<file path="src/rtl/twiddle_seq.sv">
// twiddle_seq: streams the radix-2 DIT twiddle factors W_N^k of one FFT stage.
// The values come from a quarter-wave sine ROM that is built at elaboration.
// The output stream uses a valid/ready handshake with a two-stage pipeline.
module twiddle_seq #(
   parameter int LOG2N = 6,
   parameter int WIDTH = 9
) (
   input  logic                       clk,
   input  logic                       rst_n,
   input  logic                       start,
   input  logic [$clog2(LOG2N)-1:0]   stage,
   input  logic                       inverse,
   input  logic                       out_ready,
   output logic                       out_valid,
   output logic signed [WIDTH-1:0]    tw_re,
   output logic signed [WIDTH-1:0]    tw_im,
   output logic [LOG2N-2:0]           tw_idx,
   output logic                       last,
   output logic                       busy
);

   localparam int     N      = 1 << LOG2N;
   localparam int     Q      = N / 4;
   localparam int     CW     = LOG2N - 1;              // counter, exponent and ROM address width
   localparam int     SW     = $clog2(LOG2N);
   localparam longint A      = longint'(1) << (WIDTH - 1);
   localparam longint PI_F   = 64'sd3373259426;        // pi scaled by 2^30
   localparam logic [CW-1:0] LAST_C = '1;             // N/2-1

   typedef enum logic [1:0] {IDLE, RUN, DRAIN} state_e;

   // Folded ROM access: magnitude address plus a sign flag.
   typedef struct packed {
      logic          neg;
      logic [CW-1:0] addr;
   } fold_t;

   // round(A*sin(2*pi*q/N)) clipped to A-1, using 2^30 fixed-point Taylor series.
   function automatic int sin_q(input int q);
      longint x, x2, term, acc, r;
      x    = (2 * PI_F * longint'(q)) / longint'(N);
      x2   = (x * x) >>> 30;
      term = x;
      acc  = x;
      for (int n = 1; n < 12; n++) begin
         term = -(((term * x2) >>> 30) / longint'((2 * n) * (2 * n + 1)));
         acc  = acc + term;
      end
      r = (acc * A + (longint'(1) <<< 29)) >>> 30;
      if (r > A - 1) r = A - 1;
      return int'(r);
   endfunction

   // Map a full-circle exponent onto the quarter-wave table.
   function automatic fold_t fold(input logic [LOG2N-1:0] kk);
      fold_t         f;
      logic [CW-1:0] off;
      off    = {1'b0, kk[LOG2N-3:0]};
      f.neg  = kk[LOG2N-1];
      f.addr = kk[LOG2N-2] ? (CW'(Q) - off) : off;
      return f;
   endfunction

   logic signed [WIDTH-1:0] rom_w [0:Q];

   for (genvar g = 0; g <= Q; g++) begin : g_rom
      localparam int VAL = sin_q(g);
      assign rom_w[g] = WIDTH'(VAL);
   end

   state_e                  state_q, state_d;
   logic [CW-1:0]           c_q, c_d;
   logic [SW-1:0]           s_q, s_d;
   logic                    inv_q, inv_d;
   logic                    en_w, issue_w, accept_w;
   logic [SW-1:0]           stage_sat_w, sh_w;
   logic [CW-1:0]           mask_w, k_d;
   fold_t                   sin_d, cos_d;
   logic                    p1_valid_q, p1_last_q;
   logic [CW-1:0]           p1_k_q;
   fold_t                   p1_sin_q, p1_cos_q;
   logic signed [WIDTH-1:0] re_d, im_d, re_q, im_q;
   logic [CW-1:0]           idx_q;
   logic                    out_valid_q, last_q;

   // The whole pipeline moves together whenever the output register can accept.
   assign en_w        = !out_valid_q || out_ready;
   assign stage_sat_w = (int'(stage) > LOG2N - 1) ? SW'(LOG2N - 1) : stage;
   assign sh_w        = SW'(LOG2N - 1) - s_q;
   assign mask_w      = CW'((LOG2N'(1) << s_q) - LOG2N'(1));
   assign k_d         = (c_q & mask_w) << sh_w;
   assign sin_d       = fold({1'b0, k_d});
   assign cos_d       = fold({1'b0, k_d} + LOG2N'(Q));

   // Forward mode outputs -sin, inverse mode +sin.
   assign re_d = p1_cos_q.neg ? -rom_w[p1_cos_q.addr] : rom_w[p1_cos_q.addr];
   assign im_d = (p1_sin_q.neg ^ !inv_q) ? -rom_w[p1_sin_q.addr] : rom_w[p1_sin_q.addr];

   // State register.
   // NOTE: clocked state uses non-blocking assignments so all registers update from pre-edge values.
   always_ff @(posedge clk or negedge rst_n) begin
      if (!rst_n) state_q <= IDLE;
      else        state_q <= state_d;
   end

   // Next-state logic: start only counts in IDLE; DRAIN ends on the last handshake.
   // NOTE: every combinational output gets a default first so no latch is inferred.
   always_comb begin
      state_d = state_q;
      unique case (state_q)
         IDLE:    if (start) state_d = RUN;
         RUN:     if (issue_w && c_q == LAST_C) state_d = DRAIN;
         DRAIN:   if (out_valid_q && out_ready && last_q) state_d = IDLE;
         default: state_d = IDLE;
      endcase
   end

   // FSM outputs: busy flag, start acceptance and per-cycle index issue.
   always_comb begin
      busy     = (state_q != IDLE);
      accept_w = (state_q == IDLE) && start;
      issue_w  = (state_q == RUN) && en_w;
   end

   // Counter and stream parameters: latched on acceptance, counter steps per issue.
   always_comb begin
      c_d   = c_q;
      s_d   = s_q;
      inv_d = inv_q;
      if (accept_w) begin
         c_d   = '0;
         s_d   = stage_sat_w;
         inv_d = inverse;
      end else if (issue_w) begin
         c_d = c_q + CW'(1);
      end
   end

   // Counter and stream parameter registers.
   always_ff @(posedge clk or negedge rst_n) begin
      if (!rst_n) begin
         c_q   <= '0;
         s_q   <= '0;
         inv_q <= 1'b0;
      end else begin
         c_q   <= c_d;
         s_q   <= s_d;
         inv_q <= inv_d;
      end
   end

   // P1: exponent, folded ROM addresses and sign flags.
   always_ff @(posedge clk or negedge rst_n) begin
      if (!rst_n) begin
         p1_valid_q <= 1'b0;
         p1_last_q  <= 1'b0;
         p1_k_q     <= '0;
         p1_sin_q   <= '0;
         p1_cos_q   <= '0;
      end else if (en_w) begin
         p1_valid_q <= issue_w;
         if (issue_w) begin
            p1_last_q <= (c_q == LAST_C);
            p1_k_q    <= k_d;
            p1_sin_q  <= sin_d;
            p1_cos_q  <= cos_d;
         end
      end
   end

   // P2: output register; data only changes when a new beat enters.
   always_ff @(posedge clk or negedge rst_n) begin
      if (!rst_n) begin
         out_valid_q <= 1'b0;
         last_q      <= 1'b0;
         re_q        <= '0;
         im_q        <= '0;
         idx_q       <= '0;
      end else if (en_w) begin
         out_valid_q <= p1_valid_q;
         last_q      <= p1_valid_q && p1_last_q;
         if (p1_valid_q) begin
            re_q  <= re_d;
            im_q  <= im_d;
            idx_q <= p1_k_q;
         end
      end
   end

   assign out_valid = out_valid_q;
   assign last      = last_q;
   assign tw_re     = re_q;
   assign tw_im     = im_q;
   assign tw_idx    = idx_q;

endmodule

</file>
<file path="config.mk">
export PLATFORM = sky130hd
export DESIGN_NAME = twiddle_seq
export DESIGN_NICKNAME = d
export VERILOG_FILES = /design/src/rtl/twiddle_seq.sv
export SDC_FILE = /design/constraint.sdc
export NUM_CORES = 1
export LEC_CHECK = 0
export CAP_MARGIN = 20
export CORE_MARGIN = 2
export CORE_UTILIZATION = 46
export CTS_CLUSTER_DIAMETER = 40
export DETAILED_ROUTE_END_ITERATION = 16
export PLACE_DENSITY_LB_ADDON = 0.2
export SYNTH_ARGS = -nofsm -noshare
export SYNTH_HDL_FRONTEND = slang
export SYNTH_SLANG_ARGS = --single-unit
</file>
<file path="constraint.sdc">
create_clock -name clk -period 6.3 [get_ports clk]
set_clock_uncertainty 0.05 [all_clocks]
set_input_delay 1.26 -clock clk [delete_from_list [all_inputs] [get_ports clk]]
set_output_delay 1.26 -clock clk [all_outputs]
set_load 0.05 [all_outputs]
</file>
Yosys cells after proc, flatten, opt, wreduce, memory -nomap -nowiden:

Memories as Yosys holds them, arrays and structs flattened.
Cells that the tools add are included.

* memories: 2
* ROM bits: 576
* flip-flop bits (word level): 54
* output and inout port bits: 26

* reduce and logical (&&, ||, !) cells: 14
* $add $sub $neg: 8
* multiplexer cells: 15
* magnitude comparators: 3
* bitwise logic cells: 3
* equality and inequality tests: 6
* shifts and indexed selects: 2

Memory list
* (no name shown): depth 32, bits a word 9, read ports 1, clocked after memory_dff 0, wr ports 0, RTL line 97 `assign im_d = (p1_sin_q.neg ^ !inv_q) ? -rom_w[p1_sin_q.addr] : rom_w[p1_sin_q.addr];`
* (no name shown): depth 32, bits a word 9, read ports 1, clocked after memory_dff 0, wr ports 0, RTL line 96 `assign re_d = p1_cos_q.neg ? -rom_w[p1_cos_q.addr] : rom_w[p1_cos_q.addr];`

Operators with widths (number)
* $mux 9: 6
* $mux 5: 4
* $neg 9->9: 2
* $ge 6x6->1 const B: 2
* $not 5->6: 2
* $sub 5x4->5 const A: 2
* $add 5x5->6 const B: 1
* $logic_and 1x1->1: 6
* $mux 2: 3
* $ne 2x2->1 const B: 3
* $pmux 2 s3: 1
* $add 5x1->5 const B: 1
* $and 5x5->5: 1
* $eq 5x5->1 const B: 1
* $shl 1x3->5 const A: 1
* $shl 5x3->5: 1
* $sub 5x2->5 const B: 1
* $reduce_and 2->1: 2
* $reduce_bool 2->1: 2
* $gt 3x3->1 const B: 1
* $mux 3: 1
* $reduce_and 3->1: 1
* $sub 3x3->3 const A: 1
* $eq 2x1->1 const B: 1
* 4 further kinds: 4

Depth between registers and ports, before layout:

* word-level depth: 7
* gate-level depth with buffers: 12
* gate-level depth less buffers: 11

Worst setup path after synthesis:

No wires, ideal clock.

* path type: register to register
* start: register p1_k_q[0] (netlist name)
* end: register im_q[7], in the netlist tw_im[7]
* cell stages (with the launch flop): 8
* required time: 6.181 ns
* slack: 3.554 ns
* data arrival time: 2.627 ns
* library setup time: 0.069 ns
* cell sequence: dfrtp_1 inv_1 ha_1 or2_1 a311o_1 or4_1 or4_1 nand3_1

RTL lines
* end signal: assignment: RTL line 184 `im_q <= im_d;`
* end: declaration: RTL line 82 `logic signed [WIDTH-1:0] re_d, im_d, re_q, im_q;`

Worst setup path after layout:

* start: register state_q[0]
* end: output port busy

* word-level cells in the longest chain between the ends: 1

RTL lines
* start: declaration: RTL line 71 `state_e state_q, state_d;`
* start signal: assignment: RTL line 103 `else state_q <= state_d;`
* $reduce_bool 2->1: RTL line 120 `busy = (state_q != IDLE);`
* end: declaration: RTL line 19 `output logic busy`

Every way passes these cells.

==> metrics.cfg <==
[status]
status=finished, final reports clean

[final_layout]
fin_area_mm2=0.00374
drive_gt1_share_pct=6.36
area_delta_synth_final_pct=14.8
antennaDiodeCount=0
fin_util_pct=54.7
nNetsFinal=420

[routing]
drtIter0Drc=170
drt_wl_total_um=6620
antenna_left=0
firstDrtPassIters=5
viasPerCell=5.52
wl_per_cell_um=13.5
route.vias.total=2700
drc=0

[logic_synthesis]
synth_top_family_by_area=simple AND/OR/NAND/NOR gates
muxShareOfSynthArea_pct=3.96
syn-num-nets=397
synth_edf_count=0
synth_compound_area_share_pct=17.3
yosys.area_share.simple_pct=24.0
synth_area_mm2=0.00326
async_reset_ff_share_pct=100
synthAdderAreaFrac_pct=7.68
synth_xor_area_share_pct=3.76
synth.yosys.seq_area_share_pct=39.2
yosysWarnings=0
syn_avg_cell_area_um2=8.83
synth_cell_types=55
synth_cells=369
synth_seq_cells=51
synth_ff_type=dfrtp_1

[worst_setup_path]
path_cells=or2_2 > clkdlybuf4s50_1
crit_arrival_ns=1.79
max_stage_delay_ns=0.70
worst-path-max-fanout=6
worstSetupStartpointType=flop
crit_path_end_kind=primary output
crit_buf_inv=1
critPathRequiredTime_ns=4.99
path_delay_family=buffers and inverters
slowest_stage=clkdlybuf4s50_1
crit_type=flop to primary output

[die]
floorplan.die.height_um=88.1
fp-row-count=30
io_pins=34
die_x_um=88.1
start_util_pct=47.7
die_area_mm2=0.00777
core_area_mm2=0.00683

[timing]
hold_viol=0
maxSlewViolCount=0
rsz0062_at_grt=false
worstMarginPinSlew_ns=0.781
fmax_mhz=323
setup_violations=0
fin_crit_sh_pct=49.2
slew_headroom_pct=47.9
finalSetupTns_ns=0
fin_hold_ws_ns=0.432
fin_crit_ns=3.10

[cts]
clk_pin_slew_ns=0.11
clock_sinks=51
cts_buffers=5
cts_setup_buffers=0
clock_latency_ns=0.32
cts_resized=0
root_buffer=clkbuf_8
postCtsHoldBufs=0
cts_tree=built
cts_max_level=2
ctsLongestPathBuffers=2

[global_routing]
track_usage_pct=18.0
grt_overflow_total=0
grt_pass1_wl_um=11200
grt_start_max_net_pins=52
antenna_found_initial=0
first_global_vias=2485

[power]
p_leak_nw=1.63
internal_power_mw=1.04
combPwrFrac_pct=60.3
ir_drop_uv=225
power_frac_clock_pct=9.8
powerDensity_mw_per_mm2=557
p_sw_share_pct=50.2
seqPwrFrac_pct=29.9
p_sw_mw=1.05

[placement]
dp_hpwl_um=4850
numPortBuffers=33
finalWeightedCongestion=0.884
place_area_mm2=0.00364

[run]
drv_cap=0

[hold_path]
min_path_type=flop to flop

[power groups by stage]
stage / Combinational [mW] / Sequential [mW] / Clock (mW)
4_1_cts: 1.26 / 0.624 / 0.211
5_1_grt: 1.39 / 0.648 / 0.218
3_5_place_dp: 1.26 / 0.631 / 0
3_3_place_gp: 1.23 / 0.623 / 0
6_report: 1.26 / 0.623 / 0.205
2_1_floorplan: 0.765 / 0.802 / 0
[tightest hold or removal path: cells and delay by family, from the launching register on]
| kind | cells | cell delay, ns |
|---|---|---|
| AO/OA/AOI/OAI | 1 | 0.06 |
| flip-flops | 1 | 0.35 |
| AND/OR/NAND/NOR | 1 | 0.04 |
[cells by family after synthesis]
group,count (synthesis)
buffers and inverters,33
xor gates and xnor gates,14
muxes,10
adders and majority gates,20
and+or+nand+nor,156
AOI/OAI and AO/OA,85
DFF,51
[per-stage QoR]
step / total power, mW / setup WS (ns) / cells
floorplan: 1.57 / 3.55 / 369
global placement: 1.85 / 2.94 / 481
detailed placement: 1.89 / 2.91 / 481
CTS: 2.09 / 3.20 / 489
global route: 2.26 / 3.03 / 489
finish: 2.08 / 3.20 / 489
[layout by cell type, fill, tap and decap left out, types with 5 or more instances in the layout]
master           count
ha_1                20
nand3_1             13
nand3b_1             5
mux2i_1              5
dfrtp_1             51
nand2_1             62
nor2b_1              6
or4_1                6
nand2b_1             8
xor2_1               7
and2_1               5
nor3_1               5
nor2_1              20
and3_1               5
clkbuf_8             5
a21oi_1             11
xnor2_1              7
clkdlybuf4s50_1     32
o21ai_0             28
inv_1               13
a31oi_1              5
[final timing paths]
path | end | slack (ns) | depth (start not counted) | from
setup / recovery | busy | 3.20 | 2 | state_q[0]$_DFFE_PN0P_
max in group asynchronous | tw_re[0]$_DFFE_PN0P_ | 4.78 | 2 | rst_n
min in group asynchronous | tw_im[8]$_DFFE_PN0P_ | 0.99 | 2 | rst_n
hold / removal | tw_re[0]$_DFFE_PN0P_ | 0.43 | 2 | tw_re[0]$_DFFE_PN0P_
hold reg to reg | tw_re[0]$_DFFE_PN0P_ | 0.43 | 2 | tw_re[0]$_DFFE_PN0P_
setup reg to reg | tw_im[7]$_DFFE_PN0P_ | 3.27 | 7 | p1_k_q[0]$_DFFE_PN0P_
[cell usage after synthesis, drive strengths merged, types with 2 or more instances]
cell type	count	share of area [%]
nand3b	5	1.2
a22oi	3	0.69
a21oi	11	1.7
xor2	7	1.9
nor2b	6	1.2
xnor2	7	1.9
dfrtp	51	39
o21ai	30	4.6
nand3	13	2.0
and3	5	0.96
a311o	2	0.61
nand4	4	0.77
o221a	3	1.0
mux2	3	1.0
ha	20	7.7
nand2	62	7.1
o22ai	3	0.58
a311oi	4	1.1
o31ai	4	0.92
nor3b	4	0.92
mux4	2	1.4
nor3	5	0.77
buf	2	0.50
nor2	20	2.3
a31oi	5	0.96
and2	6	1.2
o21a	2	0.46
mux2i	5	1.5
clkbuf	18	2.1
a41oi	2	0.54
or2	5	0.96
nand2b	8	1.5
a21o	4	0.92
a22o	2	0.54
inv	13	1.5
a211oi	3	0.69
or4	6	1.4
o2111ai	2	0.54
[state kept, by name, indices dropped and copies added (netlist names)]
register,count
tw_im,9
tw_re,9
c_q,5
p1_k_q,5
tw_idx,5
p1_cos_q,4
p1_sin_q,4
s_q,3
state_q,2
inv_q,1
last,1
out_valid,1
p1_last_q,1
p1_valid_q,1
[layer usage]
layer	up-vias	wire length, um	track usage, %
met5	-	0	0
met4	0	85	5.10
met3	9	242	3.02
met2	63	3080	29.9
met1	1270	3210	24.5
li1	1358	-	-
[layout make-up]
class | instances | area (um2)
clock inverters | 3 | 27.5
repair buffers | 36 | 348
flip-flops and latches | 51 | 1280
fillers | 648 | 3090
multi-input cells | 285 | 1850
clock buffers | 5 | 68.8
well taps | 96 | 120
inverters | 13 | 48.8
Power figures use the tool's default switching activity.
